**src/rtl/uart_pkg.sv**
```systemverilog
// Shared constants for the UART loopback slice: default bit timing,
// transmitter/receiver state encodings and seven-segment digit patterns
// (active-low, bit order {g,f,e,d,c,b,a}).
package uart_pkg;

    // clk cycles per serial bit; 1 means clk is the bit clock
    localparam int unsigned CLKS_PER_BIT_DEF = 1;

    // Transmitter states
    localparam logic [1:0] TX_IDLE  = 2'd0;
    localparam logic [1:0] TX_START = 2'd1;
    localparam logic [1:0] TX_DATA  = 2'd2;
    localparam logic [1:0] TX_STOP  = 2'd3;

    // Receiver states
    localparam logic [1:0] RX_IDLE  = 2'd0;
    localparam logic [1:0] RX_START = 2'd1;
    localparam logic [1:0] RX_DATA  = 2'd2;
    localparam logic [1:0] RX_STOP  = 2'd3;

    // Digit patterns, active-low gfedcba
    localparam logic [6:0] SEG_0     = 7'h40;
    localparam logic [6:0] SEG_1     = 7'h79;
    localparam logic [6:0] SEG_2     = 7'h24;
    localparam logic [6:0] SEG_3     = 7'h30;
    localparam logic [6:0] SEG_4     = 7'h19;
    localparam logic [6:0] SEG_5     = 7'h12;
    localparam logic [6:0] SEG_6     = 7'h02;
    localparam logic [6:0] SEG_7     = 7'h78;
    localparam logic [6:0] SEG_8     = 7'h00;
    localparam logic [6:0] SEG_9     = 7'h10;
    localparam logic [6:0] SEG_BLANK = 7'h7F;

endpackage

```
**src/rtl/seg7_digit.sv**
```systemverilog
// Decimal digit to seven-segment pattern.
//   digit : 4-bit value, 0-9 decoded, 10-15 blank
//   seg   : active-low {g,f,e,d,c,b,a}
module seg7_digit
    import uart_pkg::*;
(
    input  logic [3:0] digit,
    output logic [6:0] seg
);

    always_comb begin
        seg = SEG_BLANK;
        case (digit)
            4'd0:    seg = SEG_0;
            4'd1:    seg = SEG_1;
            4'd2:    seg = SEG_2;
            4'd3:    seg = SEG_3;
            4'd4:    seg = SEG_4;
            4'd5:    seg = SEG_5;
            4'd6:    seg = SEG_6;
            4'd7:    seg = SEG_7;
            4'd8:    seg = SEG_8;
            4'd9:    seg = SEG_9;
            default: seg = SEG_BLANK;
        endcase
    end

endmodule

```
**src/rtl/uart_loopback.sv**
```systemverilog
// 8N1 UART transmitter looped back into a receiver. A falling edge on the
// (synchronized) send button transmits `data`; the receiver decodes the
// looped-back line and shows the low five bits of the last good byte as two
// decimal digits.
//   clk      : single clock, rising edge
//   rst_n    : asynchronous active-low reset
//   btn_n    : send button, active-low, asynchronous to clk
//   data     : byte to transmit
//   tx_line  : serial line, idle high (also feeds the receiver)
//   led_data : last correctly received byte
//   disp1    : tens digit of the code, active-low gfedcba
//   disp0    : units digit of the code, active-low gfedcba
module uart_loopback
    import uart_pkg::*;
#(
    parameter int unsigned CLKS_PER_BIT = CLKS_PER_BIT_DEF
) (
    input  logic       clk,
    input  logic       rst_n,
    input  logic       btn_n,
    input  logic [7:0] data,
    output logic       tx_line,
    output logic [7:0] led_data,
    output logic [6:0] disp1,
    output logic [6:0] disp0
);

    localparam int unsigned CNT_W    = (CLKS_PER_BIT > 1) ? $clog2(CLKS_PER_BIT) : 1;
    localparam int unsigned HALF_BIT = CLKS_PER_BIT / 2;
    localparam logic [CNT_W-1:0] BIT_LAST = CNT_W'(CLKS_PER_BIT - 1);
    localparam logic [CNT_W-1:0] HALF_CNT = CNT_W'(HALF_BIT);

    // ------------------------------------------------------------------
    // Button synchronizer and falling-edge detect
    // ------------------------------------------------------------------
    logic btn_meta;
    logic btn_sync;
    logic btn_prev;
    logic send_req;

    always_ff @(posedge clk or negedge rst_n) begin
        if (!rst_n) begin
            btn_meta <= 1'b1;
            btn_sync <= 1'b1;
            btn_prev <= 1'b1;
        end else begin
            btn_meta <= btn_n;
            btn_sync <= btn_meta;
            btn_prev <= btn_sync;
        end
    end

    // One request per press: only the 1->0 transition counts
    assign send_req = btn_prev & ~btn_sync;

    // ------------------------------------------------------------------
    // Transmitter
    // ------------------------------------------------------------------
    logic [1:0]       tx_state, tx_state_nxt;
    logic [CNT_W-1:0] tx_cnt,   tx_cnt_nxt;
    logic [2:0]       tx_bit,   tx_bit_nxt;
    logic [7:0]       tx_shift, tx_shift_nxt;
    logic             tx_line_nxt;

    always_ff @(posedge clk or negedge rst_n) begin
        if (!rst_n) begin
            tx_state <= TX_IDLE;
            tx_cnt   <= '0;
            tx_bit   <= '0;
            tx_shift <= '0;
            tx_line  <= 1'b1;
        end else begin
            tx_state <= tx_state_nxt;
            tx_cnt   <= tx_cnt_nxt;
            tx_bit   <= tx_bit_nxt;
            tx_shift <= tx_shift_nxt;
            tx_line  <= tx_line_nxt;
        end
    end

    // Line level is computed for the state being entered so tx_line is a flop
    always_comb begin
        tx_state_nxt = tx_state;
        tx_cnt_nxt   = tx_cnt;
        tx_bit_nxt   = tx_bit;
        tx_shift_nxt = tx_shift;
        tx_line_nxt  = tx_line;

        case (tx_state)
            TX_IDLE: begin
                tx_line_nxt = 1'b1;
                if (send_req) begin
                    tx_shift_nxt = data;
                    tx_cnt_nxt   = '0;
                    tx_state_nxt = TX_START;
                    tx_line_nxt  = 1'b0;
                end
            end
            TX_START: begin
                if (tx_cnt == BIT_LAST) begin
                    tx_cnt_nxt   = '0;
                    tx_bit_nxt   = '0;
                    tx_state_nxt = TX_DATA;
                    tx_line_nxt  = tx_shift[0];
                end else begin
                    tx_cnt_nxt = tx_cnt + CNT_W'(1);
                end
            end
            TX_DATA: begin
                if (tx_cnt == BIT_LAST) begin
                    tx_cnt_nxt = '0;
                    if (tx_bit == 3'd7) begin
                        tx_state_nxt = TX_STOP;
                        tx_line_nxt  = 1'b1;
                    end else begin
                        tx_bit_nxt   = tx_bit + 3'd1;
                        tx_shift_nxt = {1'b0, tx_shift[7:1]};
                        tx_line_nxt  = tx_shift[1];
                    end
                end else begin
                    tx_cnt_nxt = tx_cnt + CNT_W'(1);
                end
            end
            TX_STOP: begin
                if (tx_cnt == BIT_LAST) begin
                    tx_cnt_nxt   = '0;
                    tx_state_nxt = TX_IDLE;
                    tx_line_nxt  = 1'b1;
                end else begin
                    tx_cnt_nxt = tx_cnt + CNT_W'(1);
                end
            end
            default: begin
                tx_state_nxt = TX_IDLE;
                tx_line_nxt  = 1'b1;
            end
        endcase
    end

    // ------------------------------------------------------------------
    // Receiver input synchronizer
    // ------------------------------------------------------------------
    logic rx_meta;
    logic rx_sync;

    always_ff @(posedge clk or negedge rst_n) begin
        if (!rst_n) begin
            rx_meta <= 1'b1;
            rx_sync <= 1'b1;
        end else begin
            rx_meta <= tx_line;
            rx_sync <= rx_meta;
        end
    end

    // ------------------------------------------------------------------
    // Receiver
    // ------------------------------------------------------------------
    logic [1:0]       rx_state, rx_state_nxt;
    logic [CNT_W-1:0] rx_cnt,   rx_cnt_nxt;
    logic [2:0]       rx_bit,   rx_bit_nxt;
    logic [7:0]       rx_shift, rx_shift_nxt;
    logic [7:0]       led_data_nxt;
    logic [4:0]       code,     code_nxt;

    always_ff @(posedge clk or negedge rst_n) begin
        if (!rst_n) begin
            rx_state <= RX_IDLE;
            rx_cnt   <= '0;
            rx_bit   <= '0;
            rx_shift <= '0;
            led_data <= 8'h00;
            code     <= 5'd0;
        end else begin
            rx_state <= rx_state_nxt;
            rx_cnt   <= rx_cnt_nxt;
            rx_bit   <= rx_bit_nxt;
            rx_shift <= rx_shift_nxt;
            led_data <= led_data_nxt;
            code     <= code_nxt;
        end
    end

    // rx_cnt counts clocks from the sample where the start edge was seen,
    // so the start recheck lands on HALF_CNT and every later sample lands
    // CLKS_PER_BIT clocks after the previous one (bit centers).
    always_comb begin
        rx_state_nxt = rx_state;
        rx_cnt_nxt   = rx_cnt;
        rx_bit_nxt   = rx_bit;
        rx_shift_nxt = rx_shift;
        led_data_nxt = led_data;
        code_nxt     = code;

        case (rx_state)
            RX_IDLE: begin
                if (!rx_sync) begin
                    rx_cnt_nxt = '0;
                    rx_bit_nxt = '0;
                    // With a zero half-bit wait the detecting sample is already
                    // the start-bit center, so it doubles as the recheck.
                    if (HALF_BIT == 0) begin
                        rx_state_nxt = RX_DATA;
                    end else begin
                        rx_state_nxt = RX_START;
                        rx_cnt_nxt   = CNT_W'(1);
                    end
                end
            end
            RX_START: begin
                if (rx_cnt == HALF_CNT) begin
                    rx_cnt_nxt = '0;
                    rx_bit_nxt = '0;
                    if (rx_sync) begin
                        rx_state_nxt = RX_IDLE;   // glitch, not a start bit
                    end else begin
                        rx_state_nxt = RX_DATA;
                    end
                end else begin
                    rx_cnt_nxt = rx_cnt + CNT_W'(1);
                end
            end
            RX_DATA: begin
                if (rx_cnt == BIT_LAST) begin
                    rx_cnt_nxt   = '0;
                    rx_shift_nxt = {rx_sync, rx_shift[7:1]};
                    if (rx_bit == 3'd7) begin
                        rx_state_nxt = RX_STOP;
                    end else begin
                        rx_bit_nxt = rx_bit + 3'd1;
                    end
                end else begin
                    rx_cnt_nxt = rx_cnt + CNT_W'(1);
                end
            end
            RX_STOP: begin
                if (rx_cnt == BIT_LAST) begin
                    rx_cnt_nxt   = '0;
                    rx_state_nxt = RX_IDLE;
                    // Framing error leaves the displayed byte untouched
                    if (rx_sync) begin
                        led_data_nxt = rx_shift;
                        code_nxt     = rx_shift[4:0];
                    end
                end else begin
                    rx_cnt_nxt = rx_cnt + CNT_W'(1);
                end
            end
            default: begin
                rx_state_nxt = RX_IDLE;
            end
        endcase
    end

    // ------------------------------------------------------------------
    // Decimal display of the 5-bit code
    // ------------------------------------------------------------------
    logic [3:0] tens;
    logic [3:0] units;

    always_comb begin
        tens  = 4'(code / 5'd10);
        units = 4'(code % 5'd10);
    end

    seg7_digit u_tens (
        .digit (tens),
        .seg   (disp1)
    );

    seg7_digit u_units (
        .digit (units),
        .seg   (disp0)
    );

endmodule

```
**config.mk**
```make
export PLATFORM = sky130hd
export DESIGN_NAME = uart_loopback
export DESIGN_NICKNAME = d
export VERILOG_FILES = /design/src/rtl/uart_pkg.sv /design/src/rtl/seg7_digit.sv /design/src/rtl/uart_loopback.sv
export SDC_FILE = /design/constraint.sdc
export NUM_CORES = 1
export LEC_CHECK = 0
export CAP_MARGIN = 20
export CORE_AREA = 2 2 78 80
export DETAILED_ROUTE_END_ITERATION = 8
export DIE_AREA = 0 0 80 82
export PLACE_DENSITY_LB_ADDON = 0.12
export SYNTH_ARGS = -nofsm -noshare
export SYNTH_HDL_FRONTEND = slang
export SYNTH_SLANG_ARGS = --single-unit
```
**constraint.sdc**
```tcl
create_clock -name clk -period 5.4 [get_ports clk]
set_input_delay 1.35 -clock clk [delete_from_list [all_inputs] [get_ports clk]]
set_output_delay 1.35 -clock clk [all_outputs]
set_load 0.03 [all_outputs]
```
==> flow_metrics.py <==
metrics = {
    "logic_synthesis": {
        "synthTopCellsByArea": "dfrtp_1, ha_1, mux2_2",
        "synth_area_leader_cell": "dfrtp_1",
        "syn_area_mm2": 0.002225,
        "synth_top_family_by_area": "compound AO/OA/AOI/OAI gates",
        "seq_area_frac_synth_pct": 45.33,
        "synth_mux_area_share_pct": 13.84,
        "synth_xor_area_share_pct": 0.7874,
        "ys_seq_elements": 40,
        "synth_top_area_share_pct": 38.25,
        "synthFlopType": "dfrtp_1",
        "synth_edf_count": 0,
        "synth_compound_area_share_pct": 16.59,
        "syn_inst": 204,
        "synth_warnings": 0,
        "post_synth.cell_area_avg_um2": 10.91,
        "ys_types": 48,
        "yosys.area_share.simple_pct": 9.336,
        "synthAdderAreaFrac_pct": 10.12,
        "async_flop_share_pct": 100.0,
        "syn_nets": 233,
    },
    "timing": {
        "worst_slack_ns": 0.3820,
        "min_period_ns": 5.018,
        "fmax_mhz": 199.3,
        "rsz0062_at_grt": "no",
        "finClkSkew_ns": 0.005152,
        "setup_viol": 0,
        "hold_violations": 0,
        "maxSlewViolCount": 0,
        "setup_tns_ns": 0,
        "relSlewSlack_pct": 41.88,
        "max_slew.worst_pin.slew_ns": 0.8719,
        "fin_crit_sh_pct": 92.93,
    },
    "floorplanning": {
        "pin_count": 34,
        "initial_core_util_pct": 38.72,
        "die_area_mm2": 0.006560,
        "die_w_um": 80,
        "placementRows": 28,
        "core_area_mm2": 0.005746,
        "die_h_um": 82,
    },
    "route": {
        "first_pass_iters": 4,
        "drt_iter0_drc": 44,
        "vias": 1558,
        "viasPerCell": 5.010,
        "routedWlPerCell_um": 12.40,
        "wirelength_um": 3856,
        "drcViolationCount": 0,
        "postRouteAntennaNets": 0,
    },
    "worst_setup_path": {
        "critPathArrivalTime_ns": 3.67,
        "critPathRequiredTime_ns": 4.05,
        "cp_common_cell": "ha_1",
        "path_max_fanout": 8,
        "critPathTopFamily": "buffers and inverters",
        "cp-end-kind": "output pin",
        "crit_path_top_delay_cell": "clkdlybuf4s50_1",
        "path_buf_inv": 3,
        "worstSetupPathType": "flip-flop to output pin",
        "worstPathCellList": "inv_1 -> ha_1 -> o21ai_2 -> xnor2_1 -> ha_1 -> a21oi_2 -> and2_1 -> o221ai_2 -> inv_1 -> ha_1 -> nand2b_1 -> a31oi_1 -> clkdlybuf4s50_1",
        "startpoint_type": "flip-flop",
        "cp_slowest_stage_delay_ns": 0.68,
    },
    "cts": {
        "clockBufferDepth": 2,
        "post_cts_buffers": 0,
        "htree_levels": 2,
        "cts_root_buf": "clkbuf_8",
        "cts_tree": "done",
        "cts_buffers": 5,
        "clk_latency_ns": 0.28,
        "path_clk_slew_ns": 0.07,
        "cts_hold_buf": 0,
        "numClockSinks": 40,
    },
    "placement": {
        "hpwl_um": 2842,
        "gp_congestion": 0.8445,
        "pre_cts_slack_ns": 0.6739,
        "port_buffers": 32,
    },
    "run": {
        "maxCapViolations": 0,
    },
    "min_path": {
        "hp-class": "flip-flop to flip-flop",
    },
    "global_routing": {
        "grt_max_degree": 41,
        "grt_pass1_wl_um": 6810,
        "overflow": 0,
        "grt_usage_pct": 13.27,
        "antenna_found_initial": 0,
        "grt_pass1_vias": 1494,
    },
    "finish": {
        "num-nets-final": 264,
        "antennaDiodeCount": 0,
        "drive_above_1_share_pct": 17.80,
        "areaGrowthSynthToFinish_pct": 20.98,
        "fillers": 560,
    },
    "status": {
        "outcome": "finished, final reports clean",
    },
}
[layout by cell type (no fill, tap or decap), drive strengths merged, types with 2 or more instances in the layout]
| cell type | instances |
|---|---|
| o21a | 2 |
| nand2 | 14 |
| clkdlybuf4s50 | 31 |
| o21bai | 2 |
| xnor2 | 2 |
| a211oi | 2 |
| nand2b | 5 |
| a22oi | 2 |
| and2 | 3 |
| clkbuf | 8 |
| dfstp | 6 |
| a2111oi | 2 |
| a21oi | 13 |
| a22o | 2 |
| inv | 10 |
| o21ai | 9 |
| ha | 18 |
| buf | 2 |
| nor2 | 15 |
| a21boi | 2 |
| a31oi | 4 |
| nor2b | 2 |
| a21o | 2 |
| dfrtp | 34 |
| mux2i | 9 |
| mux2 | 19 |
| nand3 | 2 |
[per-stage QoR]
step | area, µm² | std cells | hold WS (ns) | utilization (%)
2_1_floorplan | 2225 | 204 | 0.3452 | -
3_3_place_gp | 2597 | 303 | 0.3457 | 45.21
3_5_place_dp | 2597 | 303 | 0.3489 | 45.21
4_1_cts | 2688 | 311 | 0.3589 | 46.78
5_1_grt | 2691 | 311 | 0.3662 | 46.84
6_report | 2691 | 311 | 0.3570 | 46.84
[cells in the mapped netlist, drive strengths merged, types with 2 or more instances]
library cell / n
o21a: 2
dfrtp: 34
dfstp: 6
mux2: 19
buf: 5
inv: 10
a21boi: 2
ha: 18
xnor2: 2
a21oi: 13
a22o: 2
a2111oi: 2
a21o: 2
o21bai: 2
nor2b: 2
mux2i: 9
and2: 3
clkbuf: 4
a211oi: 2
o21ai: 9
a31oi: 4
nor2: 15
nand2b: 5
nand2: 14
nand3: 2
a22oi: 2
[area by class of cell]
cell class,count,area (µm²),share of cell area (%)
Multi-Input combinational cell,144,1135,42.17
Sequential cell,40,1008,37.47
Timing Repair Buffer,33,322.8,11.99
Tap cell,75,93.84,3.487
Inverter,11,41.29,1.534
Clock buffer,8,90.09,3.347
[timing repair]
action,in CTS,in global routing
hold endpoints to repair,0,0
gates resized for setup,0,1
endpoints found under the setup margin,0,1
[flip-flops by register name, indices dropped and copies added (netlist names), 2 cells and up]
name,count
led_data,8
tx_shift,8
rx_shift,8
rx_bit,3
tx_state,2
tx_bit,3
rx_state,2
[logic make-up (layout without fill, tap and decap cells)]
| kind of cell | after synthesis | after routing |
|---|---|---|
| fa+ha+maj | 18 | 18 |
| compound gates | 51 | 51 |
| simple gates | 44 | 44 |
| flops | 40 | 40 |
| mux | 28 | 28 |
| buf+inv | 20 | 52 |
| xor+xnor | 2 | 2 |
| other cells | 1 | 1 |
[metal layers]
metal | global-route usage (%) | vias to the layer above | share of wire [%]
met4 | 4.915 | 0 | 1.6
met2 | 22.50 | 43 | 48
met3 | 3.187 | 7 | 4.9
met1 | 16.49 | 721 | 46
li1 | - | 787 | -
met5 | 0 | - | 0
[worst paths after layout]
| kind | slack [ns] | cells after the start | to | from |
|---|---|---|---|---|
| worst max-delay path | 0.38 | 13 | disp0[5] | led_data[3] |
| worst min-delay path | 0.36 | 0 | rx_sync | rx_meta |
| worst max register to register | 3.42 | 7 | tx_shift[4] | tx_state[0] |
| worst min register to register | 0.36 | 0 | rx_sync | rx_meta |
| max in group asynchronous | 3.67 | 1 | rx_shift[5] | rst_n |
| min in group asynchronous | 1.18 | 1 | tx_shift[4] | rst_n |
[worst register-to-register path: stages, from the launching register on]
cell and delay (ns):
dfrtp_1 0.41, inv_1 0.12, ha_1 0.65, nor2_1 0.12, a211oi_1 0.18, buf_4 0.24, nor2_1 0.06, a21oi_1 0.12
Power is not shown: default switching activity piles up to over one toggle a cycle in this logic, so the estimate is an artifact.
==> edit 1, RTL diff (config.mk and constraints unchanged) <==
Register the inputs `btn_n` and `data` before use, without a reset. The logic sees them one clock later.
--- a/src/rtl/uart_loopback.sv
+++ b/src/rtl/uart_loopback.sv
@@ -30,6 +30,14 @@
     localparam logic [CNT_W-1:0] BIT_LAST = CNT_W'(CLKS_PER_BIT - 1);
     localparam logic [CNT_W-1:0] HALF_CNT = CNT_W'(HALF_BIT);
 
+    logic btn_n_q;
+    logic [7:0] data_q;
+
+    always_ff @(posedge clk) begin
+        btn_n_q <= btn_n;
+        data_q  <= data;
+    end
+
     // ------------------------------------------------------------------
     // Button synchronizer and falling-edge detect
     // ------------------------------------------------------------------
@@ -44,7 +52,7 @@
             btn_sync <= 1'b1;
             btn_prev <= 1'b1;
         end else begin
-            btn_meta <= btn_n;
+            btn_meta <= btn_n_q;
             btn_sync <= btn_meta;
             btn_prev <= btn_sync;
         end
@@ -90,7 +98,7 @@
             TX_IDLE: begin
                 tx_line_nxt = 1'b1;
                 if (send_req) begin
-                    tx_shift_nxt = data;
+                    tx_shift_nxt = data_q;
                     tx_cnt_nxt   = '0;
                     tx_state_nxt = TX_START;
                     tx_line_nxt  = 1'b0;
Function: changed (a bounded check fails within 4 cycles, from zero or initial values and one cycle with rst_n low).
==> edit 1 against the original RTL <==
- final cell count grew 6.4%
- sequential cell count grew 9
- critical path type unchanged
- non-clock buffer count is the same
- synthesized cell count grew 13%
- final area grew 12%
- synthesized area grew 14%
- routed wire length grew 11%
- worst setup slack gained 81 ps
- sequential share of layout area grew 2.0 points
- hold slack lost 56 ps
Power is left out: the tool's default activity adds up to more than one toggle a clock period on the data nets, which glitch-free logic cannot reach.
==> edit 1: results (changes against the original RTL) <==
{
  "postSynth.asyncResetShare": {"value": 81.6, "unit": "%", "change": "-18 points"},
  "run_status": {"value": "finished clean"},
  "global_route_wire_length_before_repair": {"value": 7.30, "unit": "mm", "change": "+7.2%"},
  "gp_congestion": {"value": 0.824, "change": "-2.5%"},
  "min_delay_worst_endpoint": {"value": "btn_meta"},
  "totalWireLength": {"value": 4.27, "unit": "mm", "change": "+11%"},
  "finish.net_count": {"value": 282, "change": "+6.8%"},
  "hp-start": {"value": "btn_n_q"},
  "filler_cell_count": {"value": 553, "change": "-1.3%"},
  "drt-initial-drc-count": {"value": 118, "change": "+170%"},
  "rrSetupSlack": {"value": 3050, "unit": "ps", "change": "-370 ps"},
  "worst_setup_slack_after_placement": {"value": 784, "unit": "ps", "change": "+110 ps"},
  "netlist_top_cells_area": {"value": "sky130_fd_sc_hd__dfrtp_1, sky130_fd_sc_hd__ha_1, sky130_fd_sc_hd__dfxtp_1, sky130_fd_sc_hd__mux2_2, sky130_fd_sc_hd__dfstp_2"},
  "critical_path_peak_fanout": {"value": 10, "change": "+2"},
  "timing.reg2reg.worst_path_depth": {"value": 6, "change": "-1"},
  "seq_area_frac_synth": {"value": 46.7, "unit": "%", "change": "+1.4 points"},
  "synthesis.nets": {"value": 257, "change": "+10%"},
  "path_clk_slew": {"value": 90, "unit": "ps", "change": "+20 ps"},
  "clkLatencyLatePin": {"value": 300, "unit": "ps", "change": "+20 ps"},
  "timing.max_slew.rel_slack": {"value": 39.0, "unit": "%", "change": "-2.9 points"},
  "drive_gt1_share": {"value": 18.4, "unit": "%", "change": "+0.56 points"},
  "fin_worst_skew": {"value": 8.40, "unit": "ps", "change": "+3.24 ps"},
  "grt_usage": {"value": 14.3, "unit": "%", "change": "+1.0 points"},
  "detailed_place_hpwl": {"value": 3.06, "unit": "mm", "change": "+7.6%"},
  "number_of_distinct_library_cells_after_synthesis": {"value": 55, "change": "+15%"},
  "vias": {"value": 1700, "change": "+9.1%"},
  "dpl_cell_area": {"value": 2870, "unit": "um^2", "change": "+11%"}
}
==> edit 1: changes by cell type in the layout (fill, tap and decap cells not counted), sizes merged, moves of 3 or more <==
cell,unedited run,this run
dfxtp,0,9
a31oi,4,7
nand2,14,11
a32oi,0,3
o21ai,9,14
clkbuf,8,5
==> edit 1: metrics by stage <==
| stage | hold slack (ps) | instances |
|---|---|---|
| after CTS | 303 | 331 |
| after global routing | 311 | 331 |
| after global placement | 292 | 323 |
| final | 301 | 331 |
| after floorplan | 284 | 230 |
| after detailed placement | 290 | 323 |
==> edit 1: layer usage <==
| metal | part of all wire (%) | vias to the layer above | track usage [%] | wire (um) |
|---|---|---|---|---|
| met2 | 47 | 25 | 22.7 | 2020 |
| met1 | 47 | 810 | 19.2 | 2020 |
| met3 | 3.6 | 7 | 3.41 | 152 |
| met5 | 0 | - | 0 | 0 |
| li1 | - | 858 | - | - |
| met4 | 1.7 | 0 | 5.08 | 74 |
==> edit 1: cell families after synthesis <==
kind of cell | after synthesis | synth area share [%]
buf+inv | 25 | 4.96
xor+xnor | 3 | 1.03
other cells | 1 | 0.147
flops | 49 | 46.7
mux | 26 | 11.1
compound gates | 57 | 16.0
fa+ha+maj | 17 | 8.31
simple gates | 52 | 11.8
==> edit 1: worst max-delay path, stage by stage (launching register included) <==
cell                              delay (ps)
sky130_fd_sc_hd__dfrtp_1                 500
sky130_fd_sc_hd__and2b_4                 330
sky130_fd_sc_hd__a21oi_1                  70
sky130_fd_sc_hd__ha_1                    300
sky130_fd_sc_hd__nand2b_1                190
sky130_fd_sc_hd__a21o_1                  190
sky130_fd_sc_hd__and3_1                  170
sky130_fd_sc_hd__o22ai_2                 240
sky130_fd_sc_hd__inv_1                   110
sky130_fd_sc_hd__ha_1                    200
sky130_fd_sc_hd__mux2i_1                 130
sky130_fd_sc_hd__a2bb2oi_1               170
sky130_fd_sc_hd__clkdlybuf4s50_1         680
==> edit 1: how the worst max path moves through the flow <==
stage	start	depth (start not counted)	end	slack [ps]
5_1_grt	led_data[4]	13	disp0[4]	160
4_1_cts	led_data[4]	12	disp0[4]	450
6_report	led_data[4]	12	disp0[4]	460
3_5_place_dp	led_data[4]	12	disp0[4]	780
2_1_floorplan	led_data[3]	12	disp0[5]	760
3_3_place_gp	led_data[4]	12	disp0[4]	860
==> edit 1: layout make-up <==
type / instances / area [um^2] / share of cell area [%]
multi-input cells: 156 / 1230 / 40.9
flip-flops and latches: 49 / 1190 / 39.5
repair buffers: 33 / 323 / 10.7
well taps: 75 / 93.8 / 3.12
clock buffers: 5 / 68.8 / 2.29
clock inverters: 3 / 68.8 / 2.29
inverters: 10 / 37.5 / 1.25
==> edit 2, RTL diff (same flow settings) <==
Without the edit above. Take the reset off `tx_shift` and load it in a clocked block of its own.
--- a/src/rtl/uart_loopback.sv
+++ b/src/rtl/uart_loopback.sv
@@ -67,15 +67,17 @@
             tx_state <= TX_IDLE;
             tx_cnt   <= '0;
             tx_bit   <= '0;
-            tx_shift <= '0;
             tx_line  <= 1'b1;
         end else begin
             tx_state <= tx_state_nxt;
             tx_cnt   <= tx_cnt_nxt;
             tx_bit   <= tx_bit_nxt;
-            tx_shift <= tx_shift_nxt;
             tx_line  <= tx_line_nxt;
         end
+    end
+
+    always_ff @(posedge clk) begin
+        tx_shift <= tx_shift_nxt;
     end
 
     // Line level is computed for the state being entered so tx_line is a flop
Behaviour: no difference found for any inputs over 10 cycles, from zero or initial values and one cycle with rst_n low; that may be too few to reach the edited logic, so the function may still have changed.
==> edit 2 against the original RTL <==
- core utilization shrank 0.78 points
- final area down 1.7%
- die area unchanged
- worst setup slack better by 100 ps
- synthesized area fell by 2.1%
- sequential cell count did not move
- non-clock buffer count rose by 1
- routed wire length rose by 3.8%
- critical endpoint is now disp0[4]
- largest cell class unchanged
Power is left out: the tool's default activity adds up to more than one toggle a clock period on the data nets, which glitch-free logic cannot reach.
==> edit 2: results (changes against the original RTL) <==
{
  "rrSetupSlack": {"value": 3070, "unit": "ps", "change": "-350 ps"},
  "run_status": {"value": "finished clean"},
  "netlist_top_cells_count": {"value": "sky130_fd_sc_hd__dfrtp_1, sky130_fd_sc_hd__mux2_2, sky130_fd_sc_hd__ha_1"},
  "seq_area_frac_synth": {"value": 48.1, "unit": "%", "change": "+2.8 points"},
  "cp.arrival": {"value": 3570, "unit": "ps", "change": "-100 ps"},
  "postSynth.asyncResetShare": {"value": 80.0, "unit": "%", "change": "-20 points"},
  "n_multi_input_combinational_cell": {"value": 123, "change": "-15%"},
  "critical_path_peak_fanout": {"value": 9, "change": "+1"},
  "fin_worst_skew": {"value": 11.4, "unit": "ps", "change": "+6.24 ps"},
  "n_clock_buffer": {"value": 7, "change": "-1"},
  "groute.layer.met3.usage": {"value": 2.75, "unit": "%", "change": "-0.44 points"},
  "synth_edf_count": {"value": 8, "change": "+8"},
  "min_delay_worst_endpoint": {"value": "btn_sync"},
  "rr_endpoint": {"value": "tx_shift[0]"},
  "nNonClkBuffers": {"value": 34, "change": "+3.0%"},
  "grt_max_degree": {"value": 33, "change": "-20%"},
  "crit_start": {"value": "led_data[2]"},
  "sequential_cell_area": {"value": 1050, "unit": "um^2", "change": "+4.0%"},
  "global_route_wire_length_before_repair": {"value": 6.57, "unit": "mm", "change": "-3.6%"},
  "routed-wl-met2": {"value": 2.07, "unit": "mm", "change": "+12%"},
  "number_of_distinct_library_cells_after_synthesis": {"value": 45, "change": "-6.3%"},
  "drt-initial-drc-count": {"value": 41, "change": "-6.8%"},
  "layout.clock.cell_area_share": {"value": 3.07, "unit": "%", "change": "-0.27 points"},
  "worst_path_largest_cell_delay": {"value": 700, "unit": "ps", "change": "+20 ps"},
  "netlist_top_cells_area": {"value": "sky130_fd_sc_hd__dfrtp_1, sky130_fd_sc_hd__mux2_2, sky130_fd_sc_hd__edfxtp_1, sky130_fd_sc_hd__ha_1, sky130_fd_sc_hd__dfstp_2"},
  "filler_cell_count": {"value": 537, "change": "-4.1%"}
}
-- edit 2: cell count changes after synthesis, sizes merged, moves of 3 or more --
cell    before  now
a21oi       13    6
a22oi        2    6
a32oi        0    3
dfrtp       34   26
edfxtp       0    8
mux2        19   26
mux2i        9    2
nand2       14    9
nor2        15    9
-- edit 2: metrics by stage --
stage / cells / util [%] / area (um^2) / worst slack (ps) / hold WS, ps
detailed placement: 280 / 44.6 / 2560 / 803 / 347
global route: 289 / 46.1 / 2650 / 221 / 364
global placement: 280 / 44.6 / 2560 / 968 / 348
finish: 289 / 46.1 / 2650 / 484 / 360
floorplan: 180 / - / 2180 / 1190 / 345
CTS: 288 / 46.0 / 2640 / 472 / 359
-- edit 2: kinds of logic after synthesis --
logic type      synth area share [%]
flops                           48.1
compound gates                  14.3
other cells                    0.172
fa+ha+maj                       9.19
mux                             14.4
xor+xnor                        1.55
simple gates                    8.90
buf+inv                         3.39
